--- config.mk ---
export PLATFORM = sky130hd
export DESIGN_NAME = video_pattern_gen
export DESIGN_NICKNAME = d
export VERILOG_FILES = /design/src/rtl/video_pattern_gen.sv
export SDC_FILE = /design/constraint.sdc
export NUM_CORES = 1
export LEC_CHECK = 0
export BUFFER_PORTS_ARGS = -buffer_cell sky130_fd_sc_hd__buf_4
export CORE_UTILIZATION = 55
export DETAILED_ROUTE_END_ITERATION = 16
export MAX_ROUTING_LAYER = met4
export PLACE_DENSITY = 0.74
export SLEW_MARGIN = 10
export SYNTH_ARGS = -nofsm -noshare
export SYNTH_HDL_FRONTEND = slang
export SYNTH_SLANG_ARGS = --single-unit
export TNS_END_PERCENT = 20
--- constraint.sdc ---
create_clock -name I_CORE_CLK -period 6.2 [get_ports I_CORE_CLK]
set_clock_uncertainty 0.1 [all_clocks]
set_input_delay 0.31 -clock I_CORE_CLK [delete_from_list [all_inputs] [get_ports I_CORE_CLK]]
set_output_delay 0.31 -clock I_CORE_CLK [all_outputs]
set_load 0.005 [all_outputs]
--- src/rtl/video_pattern_gen.sv ---
// Raster timing and test-pattern source for the edge-detection video input.
// Pixel rate is half the core clock; every video output is registered and updates on pixel ticks.
module video_pattern_gen #(
    parameter int H_ACTIVE = 640,
    parameter int H_FP     = 16,
    parameter int H_SYNC   = 96,
    parameter int H_BP     = 48,
    parameter int V_ACTIVE = 480,
    parameter int V_FP     = 10,
    parameter int V_SYNC   = 2,
    parameter int V_BP     = 33,
    parameter int SYNC_POL = 0
) (
    input  logic        I_CORE_CLK,
    input  logic        I_RST,
    input  logic        I_EN,
    input  logic [1:0]  I_PATTERN,
    input  logic [23:0] I_COLOR,
    output logic [23:0] O_PIX_DATA,
    output logic        O_VSYNC,
    output logic        O_HSYNC,
    output logic        O_DE,
    output logic        O_PCLK,
    output logic        O_BUSY,
    output logic        O_FRAME_DONE
);
    // state  | meaning
    // S_IDLE | outputs idle, waiting for I_EN at a pixel tick
    // S_RUN  | raster running; leaves only at the frame-wrap tick
    localparam logic [0:0] S_IDLE = 1'b0;
    localparam logic [0:0] S_RUN  = 1'b1;

    localparam int H_TOTAL = H_ACTIVE + H_FP + H_SYNC + H_BP;
    localparam int V_TOTAL = V_ACTIVE + V_FP + V_SYNC + V_BP;

    localparam logic [15:0] H_LAST = 16'(H_TOTAL - 1);
    localparam logic [15:0] V_LAST = 16'(V_TOTAL - 1);
    localparam logic [15:0] H_ACT  = 16'(H_ACTIVE);
    localparam logic [15:0] V_ACT  = 16'(V_ACTIVE);
    localparam logic [15:0] HS_BEG = 16'(H_ACTIVE + H_FP);
    localparam logic [15:0] HS_END = 16'(H_ACTIVE + H_FP + H_SYNC);
    localparam logic [15:0] VS_BEG = 16'(V_ACTIVE + V_FP);
    localparam logic [15:0] VS_END = 16'(V_ACTIVE + V_FP + V_SYNC);

    localparam int BAR_W = H_ACTIVE / 8;
    localparam int BPW   = (BAR_W > 1) ? $clog2(BAR_W) : 1;
    localparam logic [BPW-1:0] BAR_LAST = BPW'(BAR_W - 1);

    localparam logic SYNC_ON = (SYNC_POL != 0);

    logic [0:0]     state, state_nxt;
    logic           ph;
    logic [15:0]    h, v, h_nxt, v_nxt;
    logic [7:0]     frame_cnt, fc_nxt;
    logic [BPW-1:0] bar_pos, bar_pos_nxt;
    logic [2:0]     bar_idx, bar_idx_nxt;
    logic [1:0]     pat_q, pat_use;
    logic [23:0]    col_q, col_use;
    logic           start;
    logic           tick;
    logic           h_wrap, v_wrap, frame_wrap;
    logic           run_nxt, de_nxt, hs_act, vs_act;
    logic [23:0]    bar_rgb, pix_nxt;

    // ph is high on the edge where O_PCLK falls, which is the pixel tick
    assign tick       = ph;
    assign O_PCLK     = ph;
    assign h_wrap     = (h == H_LAST);
    assign v_wrap     = (v == V_LAST);
    assign frame_wrap = h_wrap && v_wrap;

    always_comb begin
        state_nxt = state;
        h_nxt     = h;
        v_nxt     = v;
        fc_nxt    = frame_cnt;
        start     = 1'b0;
        case (state)
            S_IDLE: begin
                if (I_EN) begin
                    state_nxt = S_RUN;
                    h_nxt     = 16'd0;
                    v_nxt     = 16'd0;
                    start     = 1'b1;
                end
            end
            S_RUN: begin
                if (h_wrap) begin
                    h_nxt = 16'd0;
                    v_nxt = v_wrap ? 16'd0 : v + 16'd1;
                end else begin
                    h_nxt = h + 16'd1;
                end
                if (frame_wrap) begin
                    fc_nxt = frame_cnt + 8'd1;
                    if (I_EN) begin
                        start = 1'b1;
                    end else begin
                        state_nxt = S_IDLE;
                    end
                end
            end
            default: state_nxt = S_IDLE;
        endcase
    end

    // bar index tracks h with a small counter instead of dividing by BAR_W
    always_comb begin
        bar_pos_nxt = bar_pos + BPW'(1);
        bar_idx_nxt = bar_idx;
        if (h_nxt == 16'd0) begin
            bar_pos_nxt = '0;
            bar_idx_nxt = 3'd0;
        end else if (bar_pos == BAR_LAST) begin
            bar_pos_nxt = '0;
            bar_idx_nxt = bar_idx + 3'd1;
        end
    end

    always_comb begin
        case (bar_idx_nxt)
            3'd0:    bar_rgb = 24'hFFFFFF;
            3'd1:    bar_rgb = 24'hFFFF00;
            3'd2:    bar_rgb = 24'h00FFFF;
            3'd3:    bar_rgb = 24'h00FF00;
            3'd4:    bar_rgb = 24'hFF00FF;
            3'd5:    bar_rgb = 24'hFF0000;
            3'd6:    bar_rgb = 24'h0000FF;
            default: bar_rgb = 24'h000000;
        endcase
    end

    always_comb begin
        pat_use = start ? I_PATTERN : pat_q;
        col_use = start ? I_COLOR : col_q;
        run_nxt = (state_nxt == S_RUN);
        de_nxt  = run_nxt && (h_nxt < H_ACT) && (v_nxt < V_ACT);
        hs_act  = run_nxt && (h_nxt >= HS_BEG) && (h_nxt < HS_END);
        vs_act  = run_nxt && (v_nxt >= VS_BEG) && (v_nxt < VS_END);
        case (pat_use)
            2'd0:    pix_nxt = col_use;
            2'd1:    pix_nxt = bar_rgb;
            2'd2:    pix_nxt = {h_nxt[7:0], h_nxt[7:0], h_nxt[7:0]};
            default: pix_nxt = (h_nxt[3] ^ v_nxt[3] ^ fc_nxt[0]) ? 24'hFFFFFF : 24'h000000;
        endcase
        if (!de_nxt) begin
            pix_nxt = 24'h000000;
        end
    end

    always_ff @(posedge I_CORE_CLK or posedge I_RST) begin
        if (I_RST) begin
            state        <= S_IDLE;
            ph           <= 1'b0;
            h            <= 16'd0;
            v            <= 16'd0;
            frame_cnt    <= 8'd0;
            bar_pos      <= '0;
            bar_idx      <= 3'd0;
            pat_q        <= 2'd0;
            col_q        <= 24'h000000;
            O_PIX_DATA   <= 24'h000000;
            O_DE         <= 1'b0;
            O_HSYNC      <= ~SYNC_ON;
            O_VSYNC      <= ~SYNC_ON;
            O_BUSY       <= 1'b0;
            O_FRAME_DONE <= 1'b0;
        end else begin
            ph           <= ~ph;
            O_FRAME_DONE <= tick && (state == S_RUN) && frame_wrap;
            if (tick) begin
                state      <= state_nxt;
                h          <= h_nxt;
                v          <= v_nxt;
                frame_cnt  <= fc_nxt;
                bar_pos    <= bar_pos_nxt;
                bar_idx    <= bar_idx_nxt;
                pat_q      <= pat_use;
                col_q      <= col_use;
                O_PIX_DATA <= pix_nxt;
                O_DE       <= de_nxt;
                O_HSYNC    <= hs_act ? SYNC_ON : ~SYNC_ON;
                O_VSYNC    <= vs_act ? SYNC_ON : ~SYNC_ON;
                O_BUSY     <= run_nxt;
            end
        end
    end
endmodule

==> reports/qor.yml, run 1 <==
power:
  power.total_mw: 1.27
  p_per_area_nw_per_um2: 181
  ir_drop_mv: 0.195
  p_leak_nw: 3.12
sta:
  setup_tns_ns: 0
  rsz0062_at_grt: "false"
  fmax_mhz: 214
  hold-worst-slack_ns: 0.0957
  slew_headroom: 0.162
  min_period_over_period: 0.753
  max_slew.worst_pin.slew_ns: 1.25
  finalHoldViolations: 0
  setup_viol: 0
  finalMaxSlewViolations: 0
  fin_crit_ns: 4.67
placed_design:
  gp_congestion: 0.920
  io_buffers: 58
  dp_hpwl_um: 11600
yosys:
  ys.flop_type: "dfrtp_1"
  netlist_instances: 688
  syn_area_um2: 6250
  synth_common_cells: "dfrtp_1, o21ai_0, nor2_1, nand2_1, clkbuf_1"
  synth_most_common_cell: "dfrtp_1"
  ys_seq_area_frac: 0.397
  synth_top_area_share: 0.388
  synth_edf_count: 0
  ys_ff_latch: 99
  synth-warning-count: 0
  syn-num-nets: 722
  avgSynthCellArea_um2: 9.08
  synth_area_leaders: "dfrtp_1, o21ai_0, o32ai_2"
  ys_types: 71
  async_reset_ff_frac: 1.00
  yosysTopAreaCell: "dfrtp_1"
critical_path:
  start_kind: "register"
  critical_path_class: "register to register"
  worstPathRequired_ns: 6.28
  critPathMaxFanout: 24
  critPathCaptureType: "register"
  cp_data_arrival_time_ns: 4.75
routing:
  drt_iter0_drc: 542
  wl_um: 16800
  vias: 5552
  ant_nets: 0
  drc: 0
  first_pass_iters: 5
  avgViaCountPerCell: 6.49
  routedWlPerCell_um: 19.7
cts:
  clockBufferDepth: 2
  clk_pin_slew_ns: 0.07
  cts_buffers: 9
  clock_latency_ns: 0.36
  cts_sinks: 99
  ctsRootBufferMaster: "clkbuf_16"
  cts_tree: "done"
  cts_resized: 0
  cts_max_level: 3
final_layout:
  area_growth_pct: 12.0
  num-nets-final: 745
  fill_cells: 924
  n_antenna_cell: 0
  drive_gt1_frac: 0.200
global_routing:
  antenna_found_initial: 0
  grt_overflow: 0
  grt_pass1_vias: 5158
  grt_pass1_wl_um: 26600
  grtUsageTotal: 0.305
  grt_max_degree: 57
floorplanning:
  ios: 59
  die_h_um: 109
  fp.dieArea_um2: 11800
  die_w_um: 109
  num_rows: 38
  core-area_um2: 10900
  start_util: 0.571
status:
  status: "finished, final reports clean"
run:
  drv_cap: 0
worst_hold_path:
  hold_path.class: "primary input to register"
[kinds of logic after synthesis]
family,synth area share
simple gates,0.193
compound gates,0.235
flops,0.397
buf+inv,0.0593
mux,0.0899
xor+xnor,0.0162
fa+ha+maj,0.0100
[power by group]
part	total [mW]	switching [mW]	leakage [nW]	internal [mW]
clock	0.590	0.252	0.150	0.338
combinational	0.0322	0.0191	1.74	0.0132
sequential	0.646	0	1.23	0.646
total	1.27	0.271	3.12	0.997
[path summary, 6_finish.rpt]
check                      depth (start not counted)         start  slack [ns]        endpoint
min in group asynchronous                          3         I_RST        0.47        col_q[4]
max in group asynchronous                          4         I_RST        4.37            v[8]
hold reg to reg                                    1  frame_cnt[0]        0.37    frame_cnt[0]
setup / recovery                                   7          h[0]        1.53  O_PIX_DATA[21]
hold / removal                                     2   I_COLOR[13]         0.1       col_q[13]
setup reg to reg                                   7          h[0]        1.53  O_PIX_DATA[21]
[area by class of cell]
| cell class | count | area [um^2] | area share |
|---|---|---|---|
| clock inverter | 4 | 55.1 | 0.00787 |
| timing repair buffer | 65 | 490 | 0.0701 |
| inverter | 37 | 141 | 0.0202 |
| multi-input combinational | 499 | 3400 | 0.486 |
| sequential | 99 | 2480 | 0.355 |
| clock buffer | 12 | 256 | 0.0367 |
| tap | 140 | 175 | 0.0250 |
[layer usage]
metal	up-vias	part of all wire	global-route usage
met3	27	0.066	0.0675
met4	0	0.020	0.0917
met5	-	0	-
met1	2719	0.46	0.420
met2	229	0.45	0.449
li1	2577	-	-
[metrics by stage]
step           utilization  std cells  setup slack (ns)  area, um^2
6_report             0.640        856              1.53        7000
5_1_grt              0.640        856              1.29        7000
4_1_cts              0.640        856              1.71        7000
3_5_place_dp         0.611        839              1.71        6680
3_3_place_gp         0.611        839              1.86        6680
2_1_floorplan            -        688              3.20        6250
[critical path, cell delays in order (launching register included)]
cell and delay [ns]:
dfrtp_1 0.54, ha_1 0.37, and3_1 0.36, and4_1 0.53, a21oi_1 0.37, o211ai_1 0.86, and3_1 1.13, o32ai_2 0.23
[cell usage in the layout, fill, tap and decap left out, drive strengths merged, types with 8 or more instances in the layout]
| master | count |
|---|---|
| nand4 | 15 |
| dfrtp | 97 |
| and3 | 14 |
| nand2 | 50 |
| a31oi | 11 |
| a22o | 8 |
| inv | 38 |
| o31ai | 18 |
| nor2 | 68 |
| o32ai | 24 |
| buf | 64 |
| a21oi | 23 |
| mux2 | 25 |
| mux2i | 28 |
| nand3 | 25 |
| clkbuf | 12 |
| nor3 | 9 |
| o21ai | 79 |
| nor4 | 10 |
[sequential cells by signal, indices dropped and copies added (netlist names), 2 cells and up]
signal      flops
h              16
bar_pos         7
pat_q           2
col_q          24
O_PIX_DATA     24
bar_idx         3
v              16
[what timing repair did]
action / CTS / global route
buffers inserted: 0 / 0
endpoints found under the hold margin: 42 / 0
hold buffers: 1 / 0
(Power assumes the default switching activity.)
==> run 2, diff against run 1 <==
--- a/config.mk
+++ b/config.mk
@@ -6,10 +6,10 @@
 export NUM_CORES = 1
 export LEC_CHECK = 0
 export BUFFER_PORTS_ARGS = -buffer_cell sky130_fd_sc_hd__buf_4
-export CORE_UTILIZATION = 55
+export CORE_UTILIZATION = 54
 export DETAILED_ROUTE_END_ITERATION = 16
 export MAX_ROUTING_LAYER = met4
-export PLACE_DENSITY = 0.74
+export PLACE_DENSITY = 0.76
 export SLEW_MARGIN = 10
 export SYNTH_ARGS = -nofsm -noshare
 export SYNTH_HDL_FRONTEND = slang
==> constraint.sdc (replaced) <==
create_clock -name I_CORE_CLK -period 4.05 [get_ports I_CORE_CLK]
set_clock_uncertainty 0.1 [all_clocks]
set_input_delay 0.2025 -clock I_CORE_CLK [delete_from_list [all_inputs] [get_ports I_CORE_CLK]]
set_output_delay 0.2025 -clock I_CORE_CLK [all_outputs]
set_load 0.005 [all_outputs]
==> run 2 against run 1 <==
Global-route usage increased by 0.55 points. Cell area increased by 4.5%. Combinational power increased by 110%. Non-clock buffer count increased by 37. Hold slack got worse by 0.088 ns. Flip-flop and latch count unchanged. Power increased by 48%. Critical path type unchanged.
==> reports/qor.yml, run 2 (synthesis results as in run 1) <==
cts:
  clock_latency_ns: 0.35  # was 0.36 ns
  cts_setup_buffers: 0  # unchanged
  clockBufferDepth: 2  # unchanged
  clk_pin_slew_ns: 0.07  # about the same
  cts_buffers: 9  # unchanged
  cts_tree: "done"  # unchanged
  ctsRootBufferMaster: "clkbuf_16"  # unchanged
  cts_sinks: 99  # unchanged
  cts_max_level: 3  # unchanged
global_routing:
  grt_pass1_vias: 5361  # was 5158
  antenna_found_initial: 0  # unchanged
  grt_max_degree: 73  # was 57
  grtUsageTotal: 0.311  # was 0.305
  grt_pass1_wl_um: 27500  # was 26600 um
  met2_usage: 0.468  # was 0.449
  grt_overflow: 0  # unchanged
  grtUsageMet1: 0.427  # was 0.420
  grt_util_met3: 0.0634  # was 0.0675
  top_usage_layer: "met2"  # unchanged
critical_path:
  cp_data_arrival_time_ns: 4.06  # was 4.75 ns
  critical_path_class: "register to register"  # unchanged
  critPathMaxFanout: 24  # unchanged
  start_kind: "register"  # unchanged
  critPathCaptureType: "register"  # unchanged
  worstPathRequired_ns: 4.20  # was 6.28 ns
placed_design:
  pre_cts_ws_ns: 0.263  # was 1.71 ns
  dp_hpwl_um: 11800  # was 11600 um
  io_buffers: 58  # unchanged
  gp_congestion: 0.951  # was 0.920
floorplanning:
  start_util: 0.564  # was 0.571
  ios: 59  # unchanged
  fp.dieArea_um2: 12000  # was 11800 um^2
  num_rows: 38  # unchanged
  core-area_um2: 11100  # was 10900 um^2
  die_h_um: 110  # was 109 um
  die_w_um: 110  # was 109 um
final_layout:
  reg.largest.list: "O_PIX_DATA: 24 flops, col_q: 24 flops"  # unchanged
  drive_gt1_frac: 0.211  # was 0.200
  area_growth_pct: 17.0  # was 12.0%
  n_antenna_cell: 0  # unchanged
  multi_input_area_um2: 3400  # about the same
  layout.cells.most_common: "dfrtp_1"  # unchanged
  regArea_um2: 2480  # unchanged
  num-nets-final: 782  # was 745
  fill_cells: 880  # was 924
  final_cell_mix: "dfrtp_1, buf_4, o21ai_0"  # was dfrtp_1, o21ai_0, nor2_1
status:
  status: "finished, final reports clean"  # unchanged
routing:
  avgViaCountPerCell: 6.47  # was 6.49
  routedWlPerCell_um: 19.5  # was 19.7 um
  wl_um: 17400  # was 16800 um
  ant_nets: 0  # unchanged
  drt_iter0_drc: 896  # was 542
  drc: 0  # unchanged
  vias: 5776  # was 5552
  first_pass_iters: 6  # was 5
sta:
  slew_headroom: 0.340  # was 0.162
  finalMaxSlewViolations: 0  # unchanged
  setup_viol: 0  # unchanged
  finalHoldViolations: 0  # unchanged
  fin_crit_ns: 3.91  # was 4.67 ns
  rsz0062_at_grt: "true"  # was false
  fmax_mhz: 256  # was 214 MHz
  worst_slack_ns: 0.138  # was 1.53 ns
  max_slew.worst_pin.slew_ns: 0.987  # was 1.25 ns
  setup_tns_ns: 0  # unchanged
  min_period_over_period: 0.966  # was 0.753
power:
  power.total_mw: 1.87  # was 1.27 mW
  p_sw_uw: 419  # was 271 uW
  clkPwrFrac: 0.437  # was 0.465
  ir_drop_mv: 0.320  # was 0.195 mV
  pwr-share-seq: 0.527  # was 0.509
  p_per_area_nw_per_um2: 256  # was 181 nW/um^2
  internal_power_mw: 1.46  # was 997 uW
  swShare: 0.223  # was 0.214
  p_comb_frac: 0.036  # was 0.025
  p_leak_nw: 3.27  # was 3.12 nW
worst_hold_path:
  hold_path.class: "primary input to register"  # unchanged
run:
  drv_cap: 0  # unchanged
## run 2: cell types whose count changed in the layout (fill, tap and decap cells not counted), sizes merged
cell,before,now
dlygate4sd3,1,22
bufinv,1,0
clkinvlp,1,2
inv,38,36
buf,64,80
clkinv,1,3
## run 2: per-layer routing
metal | routed length [um] | share of wire | vias to the layer above
li1 | - | - | 2652
met1 | 7720 | 0.44 | 2789
met2 | 7980 | 0.46 | 300
met3 | 1420 | 0.081 | 35
met5 | 0 | 0 | -
met4 | 320 | 0.018 | 0
## run 2: repair_timing
action / in CTS / in global routing
resized for setup: 0 / 1
endpoints found under the setup margin: 0 / 25
hold buffers: 22 / 0
endpoints found under the hold margin: 56 / 0
## run 2: path summary, 6_finish.rpt
| path | slack [ns] | startpoint | to | cells past startpoint |
|---|---|---|---|---|
| setup / recovery | 0.14 | h[1] | O_PIX_DATA[18] | 9 |
| hold / removal | 0.007 | I_COLOR[23] | col_q[23] | 2 |
| setup reg to reg | 0.14 | h[1] | O_PIX_DATA[18] | 9 |
| hold reg to reg | 0.40 | col_q[6] | col_q[6] | 1 |
| max in group asynchronous | 2.42 | I_RST | v[10] | 4 |
| min in group asynchronous | 0.51 | I_RST | col_q[8] | 3 |
## run 2: layout make-up
type	count	area share
Clock buffer	12	0.0337
Tap cell	140	0.0240
Clock inverter	4	0.00394
Sequential cell	99	0.339
Inverter	37	0.0193
Multi-Input combinational cell	499	0.466
Timing Repair Buffer	102	0.114
## run 2: worst max-delay path, stage by stage (launching register included)
cell	delay, ns
dfrtp_1	0.47
ha_1	0.32
and3_1	0.33
and4_1	0.26
a21oi_1	0.60
o211ai_1	0.37
or2_1	0.53
o21ai_0	0.50
nor2_1	0.10
o32ai_2	0.23
## run 2: metrics by stage
stage	hold slack, ns	utilization	cells	cell area (um^2)
2_1_floorplan	0.253	-	688	6250
3_3_place_gp	0.348	0.615	855	6810
3_5_place_dp	0.350	0.615	855	6810
4_1_cts	0.00173	0.659	893	7300
5_1_grt	0.00441	0.660	893	7310
6_report	0.00745	0.660	893	7310
## run 2: power by group through the flow
stage / sequential, mW / combinational, mW / clock, mW
finish: 0.988 / 0.0670 / 0.820
global route: 0.988 / 0.0744 / 0.865
CTS: 0.988 / 0.0676 / 0.827
detailed placement: 1.01 / 0.0501 / 0
global placement: 1.01 / 0.0488 / 0
floorplan: 1.01 / 0.0175 / 0
==> run 3, diff against run 2 <==
==> constraint.sdc (replaced) <==
create_clock -name I_CORE_CLK -period 3.5 [get_ports I_CORE_CLK]
set_clock_uncertainty 0.1 [all_clocks]
set_input_delay 0.175 -clock I_CORE_CLK [delete_from_list [all_inputs] [get_ports I_CORE_CLK]]
set_output_delay 0.175 -clock I_CORE_CLK [all_outputs]
set_load 0.005 [all_outputs]
==> run 3 against run 2 <==
Cell count increased by 2.8%. Largest cell class unchanged. Sequential share of layout area decreased by 1.0 points. Hold slack improved by 0.22 ns.
==> reports/qor.yml, run 3 (synthesis results as in run 1) <==
final_layout:
  multi_input_area_um2: 3420  # was 3400 um^2
  layout.cells.most_common: "buf_4"  # was dfrtp_1
  regArea_um2: 2480  # about the same
  area_growth_pct: 20.6  # was 17.0%
  reg.largest.list: "O_PIX_DATA: 24 flops, col_q: 24 flops"  # unchanged
  n_antenna_cell: 0  # unchanged
  layout.cells.non_filler: 918  # was 893
  fill_cells: 869  # was 880
  num-nets-final: 807  # was 782
  final_cell_mix: "buf_4, dfrtp_1, o21ai_0"  # was dfrtp_1, buf_4, o21ai_0
  utilization: 0.680  # was 0.660
  drive_gt1_frac: 0.234  # was 0.211
routing:
  wl_um: 17700  # was 17400 um
  vias: 5810  # was 5776
  drt_iter0_drc: 643  # was 896
  avgViaCountPerCell: 6.33  # was 6.47
  first_pass_iters: 5  # was 6
  ant_nets: 0  # unchanged
  drc: 0  # unchanged
  routedWlPerCell_um: 19.3  # was 19.5 um
cts:
  clk_pin_slew_ns: 0.07  # about the same
  cts_sinks: 99  # unchanged
  cts_max_level: 3  # unchanged
  clock_latency_ns: 0.35  # about the same
  clockBufferDepth: 2  # unchanged
  ctsRootBufferMaster: "clkbuf_16"  # unchanged
  cts_tree: "done"  # unchanged
  cts_buffers: 9  # unchanged
sta:
  fin_crit_ns: 3.42  # was 3.91 ns
  max_slew.worst_pin.slew_ns: 0.733  # was 0.987 ns
  fmax_mhz: 292  # was 256 MHz
  hold-worst-slack_ns: 0.225  # was 0.00745 ns
  finalMaxSlewViolations: 0  # unchanged
  slew_headroom: 0.511  # was 0.340
  min_period_over_period: 0.977  # was 0.966
  setup_viol: 0  # unchanged
  finalHoldViolations: 0  # unchanged
critical_path:
  worstPathRequired_ns: 3.61  # was 4.20 ns
  worstRegToRegCells: 12  # was 9
  critPathMaxFanout: 25  # was 24
  cp_data_arrival_time_ns: 3.53  # was 4.06 ns
  start_kind: "register"  # unchanged
  critPathCaptureType: "register"  # unchanged
  critical_path_class: "register to register"  # unchanged
placed_design:
  gp_congestion: 0.966  # was 0.951
  dp.cells: 877  # was 855
  io_buffers: 58  # unchanged
  dp_hpwl_um: 12500  # was 11800 um
power:
  ir_drop_mv: 0.488  # was 0.320 mV
  p_leak_nw: 3.40  # was 3.27 nW
  p_per_area_nw_per_um2: 294  # was 256 nW/um^2
worst_hold_path:
  hold_path.class: "primary input to register"  # unchanged
  min_delay_path_depth: 3  # was 2
floorplanning:
  fp.dieArea_um2: 12000  # unchanged
  num_rows: 38  # unchanged
  start_util: 0.564  # unchanged
  core-area_um2: 11100  # unchanged
  die_h_um: 110  # unchanged
  die_w_um: 110  # unchanged
  ios: 59  # unchanged
status:
  status: "finished, final reports clean"  # unchanged
global_routing:
  grtUsageTotal: 0.313  # was 0.311
  grt_overflow: 0  # unchanged
  grt_pass1_vias: 5335  # was 5361
  antenna_found_initial: 0  # unchanged
  grt_pass1_wl_um: 27600  # was 27500 um
  grt_max_degree: 59  # was 73
run:
  drv_cap: 0  # unchanged
run 3: cell types whose count changed in the layout (fill, tap and decap cells not counted), sizes merged:
cell | previous run | this run
buf | 80 | 102
dlygate4sd3 | 22 | 25
bufinv | 0 | 1
clkinvlp | 2 | 1
run 3: worst max-delay path: stages (launching register included):
cell and delay, ns:
dfrtp_1 0.47, nor4_4 0.43, nand4_1 0.27, buf_4 0.25
nor4_1 0.37, buf_4 0.21, a21oi_1 0.06, nor2_1 0.09
nor4b_1 0.33, buf_4 0.19, nand4bb_1 0.16, buf_12 0.21
o32ai_1 0.11
run 3: final timing paths:
kind	from	slack [ns]	endpoint
worst max register to register	h[13]	0.08	O_PIX_DATA[12]
max in group asynchronous	I_RST	2.03	h[5]
min in group asynchronous	I_RST	0.40	col_q[5]
worst min register to register	frame_cnt[0]	0.38	frame_cnt[0]
worst min-delay path	I_EN	0.22	state
worst max-delay path	h[13]	0.08	O_PIX_DATA[12]
run 3: what timing repair did:
item,in CTS,in global routing
hold buffers,25,0
resized for setup,0,6
endpoints found under the hold margin,79,0
setup buffers,0,0
setup endpoints to repair,0,18
run 3: per-layer routing:
metal	part of all wire	wire length [um]	track usage
met4	0.021	364	0.105
met1	0.45	7900	0.423
met5	0	0	-
met2	0.46	8100	0.465
met3	0.077	1370	0.0705
run 3: power breakdown:
part           internal [mW]  switching, mW
Clock                  0.555          0.437
Sequential              1.14              0
Combinational         0.0414         0.0388
Total                   1.74          0.475
run 3: area by class of cell:
class                      instances  share of cell area
clock buffer                      12              0.0314
clock inverter                     4             0.00681
inverter                          37              0.0188
multi-input combinational        499               0.454
sequential                        99               0.329
tap                              140              0.0232
timing repair buffer             127               0.136
run 3: through the flow:
| stage | TNS [ns] | power, mW | area [um^2] | setup slack [ns] |
|---|---|---|---|---|
| after detailed placement | 0 | 1.22 | 6970 | 0.160 |
| final | 0 | 2.22 | 7540 | 0.0800 |
| after global routing | -0.231 | 2.27 | 7540 | -0.0290 |
| after CTS | 0 | 2.23 | 7510 | 0.154 |
| after floorplan | 0 | 1.19 | 6250 | 0.506 |
| after global placement | 0 | 1.22 | 6970 | 0.174 |
